===== src/rtl/seg7_scan_driver.sv =====
// rtl/seg7_scan_driver.sv - time-multiplexed common-anode 7-segment scan driver
// Shadow-registered digit nibbles, one digit per refresh period, active-low outputs.
module seg7_scan_driver #(
  parameter int NUM_DIGITS  = 4,
  parameter int REFRESH_DIV = 100000
) (
  input  logic                    clk,
  input  logic                    rst_n,
  input  logic [4*NUM_DIGITS-1:0] value,
  input  logic [NUM_DIGITS-1:0]   blank_mask,
  input  logic                    lz_suppress,
  input  logic                    hex_en,
  input  logic                    load,
  output logic [6:0]              segs,
  output logic [NUM_DIGITS-1:0]   an,
  output logic                    frame_tick
);

  localparam int PW = (REFRESH_DIV > 1) ? $clog2(REFRESH_DIV) : 1;
  localparam int IW = (NUM_DIGITS > 1) ? $clog2(NUM_DIGITS) : 1;
  localparam logic [PW-1:0] PRESC_MAX = PW'(REFRESH_DIV - 1);
  localparam logic [IW-1:0] IDX_MAX   = IW'(NUM_DIGITS - 1);

  logic [4*NUM_DIGITS-1:0] value_q, value_d;
  logic [NUM_DIGITS-1:0]   blank_q, blank_d;
  logic                    lz_q, lz_d, hex_q, hex_d;
  logic [PW-1:0]           presc_q, presc_d;
  logic [IW-1:0]           idx_q, idx_d, idx_nxt;
  logic [6:0]              segs_q, segs_d;
  logic [NUM_DIGITS-1:0]   an_q, an_d;
  logic                    frame_q, frame_d;
  logic                    tick, mask_bit, upper_zero, blank;
  logic [3:0]              nib;

  function automatic logic [6:0] glyph(input logic [3:0] code);
    case (code)
      4'h0: glyph = 7'b0000001;
      4'h1: glyph = 7'b1001111;
      4'h2: glyph = 7'b0010010;
      4'h3: glyph = 7'b0000110;
      4'h4: glyph = 7'b1001100;
      4'h5: glyph = 7'b0100100;
      4'h6: glyph = 7'b0100000;
      4'h7: glyph = 7'b0001111;
      4'h8: glyph = 7'b0000000;
      4'h9: glyph = 7'b0000100;
      4'hA: glyph = 7'b0001000;
      4'hB: glyph = 7'b1100000;
      4'hC: glyph = 7'b0110001;
      4'hD: glyph = 7'b1000010;
      4'hE: glyph = 7'b0110000;
      default: glyph = 7'b0111000;
    endcase
  endfunction

  always_comb begin
    value_d = value_q;
    blank_d = blank_q;
    lz_d    = lz_q;
    hex_d   = hex_q;
    if (load) begin
      value_d = value;
      blank_d = blank_mask;
      lz_d    = lz_suppress;
      hex_d   = hex_en;
    end

    tick    = (presc_q == PRESC_MAX);
    presc_d = tick ? '0 : presc_q + 1'b1;
    idx_nxt = (idx_q == IDX_MAX) ? '0 : idx_q + 1'b1;

    // Decode from the registered shadow so a load on the tick edge only shows next tick.
    nib        = 4'h0;
    mask_bit   = 1'b0;
    upper_zero = 1'b1;
    for (int k = 0; k < NUM_DIGITS; k++) begin
      if (idx_nxt == IW'(k)) begin
        nib      = value_q[4*k +: 4];
        mask_bit = blank_q[k];
      end
      if ((IW'(k) >= idx_nxt) && (value_q[4*k +: 4] != 4'h0)) begin
        upper_zero = 1'b0;
      end
    end
    blank = mask_bit || (!hex_q && (nib >= 4'd10)) ||
            (lz_q && (idx_nxt != '0) && upper_zero);

    idx_d   = idx_q;
    segs_d  = segs_q;
    an_d    = an_q;
    frame_d = 1'b0;
    if (tick) begin
      idx_d   = idx_nxt;
      an_d    = ~(NUM_DIGITS'(1) << idx_nxt);
      segs_d  = blank ? 7'b1111111 : glyph(nib);
      frame_d = (idx_nxt == '0);
    end
  end

  always_ff @(posedge clk or negedge rst_n) begin
    if (!rst_n) begin
      value_q <= '0;
      blank_q <= '0;
      lz_q    <= 1'b0;
      hex_q   <= 1'b0;
      presc_q <= '0;
      idx_q   <= IDX_MAX;
      segs_q  <= 7'b1111111;
      an_q    <= '1;
      frame_q <= 1'b0;
    end else begin
      value_q <= value_d;
      blank_q <= blank_d;
      lz_q    <= lz_d;
      hex_q   <= hex_d;
      presc_q <= presc_d;
      idx_q   <= idx_d;
      segs_q  <= segs_d;
      an_q    <= an_d;
      frame_q <= frame_d;
    end
  end

  assign segs       = segs_q;
  assign an         = an_q;
  assign frame_tick = frame_q;

endmodule


===== config.mk =====
export PLATFORM = sky130hd
export DESIGN_NAME = seg7_scan_driver
export DESIGN_NICKNAME = d
export VERILOG_FILES = /design/src/rtl/seg7_scan_driver.sv
export SDC_FILE = /design/constraint.sdc
export NUM_CORES = 1
export LEC_CHECK = 0
export ABC_AREA = 1
export CORE_ASPECT_RATIO = 1.4
export CORE_UTILIZATION = 50
export CTS_CLUSTER_SIZE = 8
export DETAILED_ROUTE_END_ITERATION = 8
export PLACE_DENSITY = 0.76
export SYNTH_ARGS = -nofsm -noshare
export SYNTH_HDL_FRONTEND = slang
export SYNTH_SLANG_ARGS = --single-unit

===== constraint.sdc =====
create_clock -name clk -period 2.25 [get_ports clk]
set_clock_uncertainty 0.1 [all_clocks]
set_input_delay 0.225 -clock clk [delete_from_list [all_inputs] [get_ports clk]]
set_output_delay 0.225 -clock clk [all_outputs]
set_load 0.1 [all_outputs]

==> impl_metrics.json, run 1 <==
{
  "startpoint_type": "register",
  "crit_path_end_kind": "register",
  "rr_endpoint": "segs[4]",
  "min_period_over_period_pct": 98.1,
  "slowest_delay_ns": 0.61,
  "layout_setup_ws_ns": 0.0423,
  "synth-seq-area-share_pct": 45.5,
  "timing.rr.start": "idx_q[0]",
  "cts_made_buffers": 5,
  "p_leak_uw": 0.00168,
  "vias": 2441,
  "pin_count": 37,
  "antenna_cells": 0,
  "first_pass_iters": 4,
  "syn-instance-count": 340,
  "pwr-share-clk_pct": 34.4,
  "regArea_sq_mm": 0.00134,
  "synth_flop_cell": "dfrtp_1",
  "syn_area_per_cell_sq_um": 8.67,
  "p_per_area_mw_per_mm2": 528,
  "nFillCells": 462,
  "drtIter0Drc": 112,
  "die_width_um": 66.9,
  "syn_area_sq_mm": 0.00295,
  "synth_edf_count": 0,
  "ys_ff_latch": 53,
  "drive_gt1_share_pct": 30.7,
  "setup_viol": 0,
  "grt_usage_pct": 22.6,
  "path_class": "register to register",
  "dp_slack_ns": -0.135,
  "ant_nets": 0,
  "htree_levels": 2,
  "yosysMostFrequentCell": "nand2_1",
  "hpwl_um": 4600,
  "p_sw_share_pct": 24.9,
  "finalPower_uw": 1990,
  "ff2ff_path_depth": 13,
  "vias_per_cell": 5.25,
  "drt_wl_total_um": 6400,
  "route.detailed.drc": 0,
  "clkSinkCount": 53,
  "multi_input_area_sq_mm": 0.00156,
  "switchingPower_uw": 496,
  "finalSetupTns_ns": 0,
  "async_flop_share_pct": 100,
  "relSlewSlack_pct": 68.5,
  "grt_remaining_overflow": 0,
  "p_seq_share_pct": 50.9,
  "die_area_sq_mm": 0.00621,
  "internal-power_uw": 1490,
  "area.growth.synth_to_final_pct": 27.5,
  "initial_core_util_pct": 52.6,
  "syn-num-nets": 377,
  "status": "finished, final reports clean",
  "max_freq_mhz": 453,
  "whs_ns": 0.278,
  "final_cell_area_sq_mm": 0.00376,
  "slowest_stage": "dfstp_2",
  "synth_top_area_share_pct": 33.9,
  "clk_pin_slew_ns": 0.10,
  "arrival_ns": 2.36,
  "core_sq_mm": 0.00561,
  "num_rows": 32,
  "min_path_type": "primary input to asynchronous set/reset pin",
  "synth.area.top_cells": "dfrtp_1, dfstp_2, nand2_1",
  "grt_pass1_wl_um": 10800,
  "antenna_found_initial": 0,
  "synth.distinct_cells": 36,
  "grt_pass1_vias": 2506,
  "netlist_top_cells_count": "nand2_1, inv_1, dfrtp_1, nor2_1, nand3_1",
  "io_buffers": 36,
  "cap_viol_max_count": 0,
  "rsz0062_at_grt": "yes",
  "cts_tree": "built",
  "rrSetupSlack_ns": 0.04,
  "path_cells": "inv_4 -> ha_4 -> a21oi_2 -> nand2_2 -> a21boi_4 -> inv_2 -> ha_2 -> inv_2 -> nand3_2 -> nand2_2 -> nand3_4 -> nor2_2 -> nor2_1",
  "clockRootBuffer": "clkbuf_8",
  "routedWlPerCell_um": 13.8,
  "slew_viol_final": 0,
  "p_comb_share_pct": 14.7,
  "crit_required_ns": 2.40,
  "peakVddDrop_v": 0.000444,
  "yosysWarnings": 0,
  "grt_max_degree": 36,
  "yosys.area.top_type": "dfrtp_1",
  "timing_hold_violations_final": 0,
  "post_dp_cell_area_sq_mm": 0.00342,
  "period_needed_ns": 2.21,
  "crit_fanout": 5,
  "worst_slew_pin_slew_ns": 0.471,
  "routabilityCongestion": 0.921,
  "cts_buffer_depth": 2,
  "final_nets": 433,
  "insertion_delay_ns": 0.31,
  "die_h_um": 92.9
}
==> worst max-delay path by stage <==
stage | start | slack [ns] | end
after detailed placement | idx_q[1] | -0.13 | segs[2]
after CTS | idx_q[0] | 0.02 | segs[3]
after global routing | idx_q[1] | -0.06 | segs[4]
after global placement | idx_q[1] | 0.0003 | segs[5]
after floorplan | idx_q[1] | 0.03 | segs[0]
final | idx_q[0] | 0.04 | segs[4]
==> flip-flops by register name (all words and copies together) (netlist names) <==
signal / count
blank_q: 4
segs: 7
frame_tick: 1
presc_q: 17
idx_q: 2
value_q: 16
hex_q: 1
an: 4
lz_q: 1
==> through the flow <==
| step | instances | utilization [%] |
|---|---|---|
| 4_1_cts | 461 | 64.2 |
| 6_report | 465 | 67.1 |
| 5_1_grt | 465 | 67.1 |
| 3_5_place_dp | 449 | 61.0 |
| 2_1_floorplan | 340 | - |
| 3_3_place_gp | 449 | 61.0 |
==> kinds of logic (layout without fill, tap and decap cells) <==
| group | count (synthesis) | after routing | share of synthesized area (%) |
|---|---|---|---|
| mux | 12 | 12 | 4.58 |
| flops | 53 | 53 | 45.5 |
| simple gates | 161 | 161 | 26.7 |
| buf+inv | 50 | 107 | 6.92 |
| fa+ha+maj | 12 | 12 | 5.09 |
| compound gates | 47 | 47 | 9.72 |
| xor+xnor | 5 | 5 | 1.48 |
==> cells in the final DEF, fill, tap and decap left out, drive strengths merged, types with 3 or more instances in the layout <==
cell / instances
mux2: 12
nor2: 42
dfrtp: 40
dfstp: 13
ha: 12
nand3: 30
nand4: 7
nor3: 11
a21oi: 17
xor2: 5
buf: 31
clkdlybuf4s50: 23
o21ai: 24
clkbuf: 7
inv: 44
nand2: 68
o21bai: 3
==> worst max-delay path: cells and delay by family, from the launching register on <==
family / cells / cell delay, ns
adders and majority gates: 2 / 0.36
AOI/OAI and AO/OA: 2 / 0.33
DFF: 1 / 0.61
and+or+nand+nor: 6 / 0.56
buffers and inverters: 3 / 0.19
==> power by group through the flow <==
stage,sequential (uW),combinational [uW],clock [uW]
final,1010,292,683
after global routing,1020,324,725
after CTS,1010,256,684
after detailed placement,1030,249,0
after global placement,1030,243,0
after floorplan,1020,145,0
==> layout make-up <==
| cell class | instances | share of cell area, % |
|---|---|---|
| Sequential cell | 53 | 35.7 |
| Tap cell | 68 | 2.26 |
| Inverter | 44 | 4.59 |
| Clock buffer | 7 | 2.30 |
| Multi-Input combinational cell | 237 | 41.4 |
| Clock inverter | 1 | 0.798 |
| Timing Repair Buffer | 55 | 12.9 |
==> layer usage <==
layer / share of wire (%) / GRT usage (%)
met5: 0 / 0
met4: 3.0 / 9.93
met3: 2.7 / 4.31
met2: 54 / 40.7
met1: 41 / 24.8
==> what timing repair did <==
action / 4_1_cts / 5_1_grt
endpoints found under the setup margin: 7 / 7
pin swaps: 1 / 11
buffers inserted: 3 / 5
gates resized for setup: 7 / 32
hold buffers: 1 / 0
endpoints found under the hold margin: 12 / 0
cloned: 0 / 0
(Power assumes the default switching activity.)
==> run 2, diff against run 1 <==
Settings changed: CTS_CLUSTER_SIZE 8 to default.
==> results of run 2 <==
No change in the layout: final DEF, timing and power equal those of run 1.
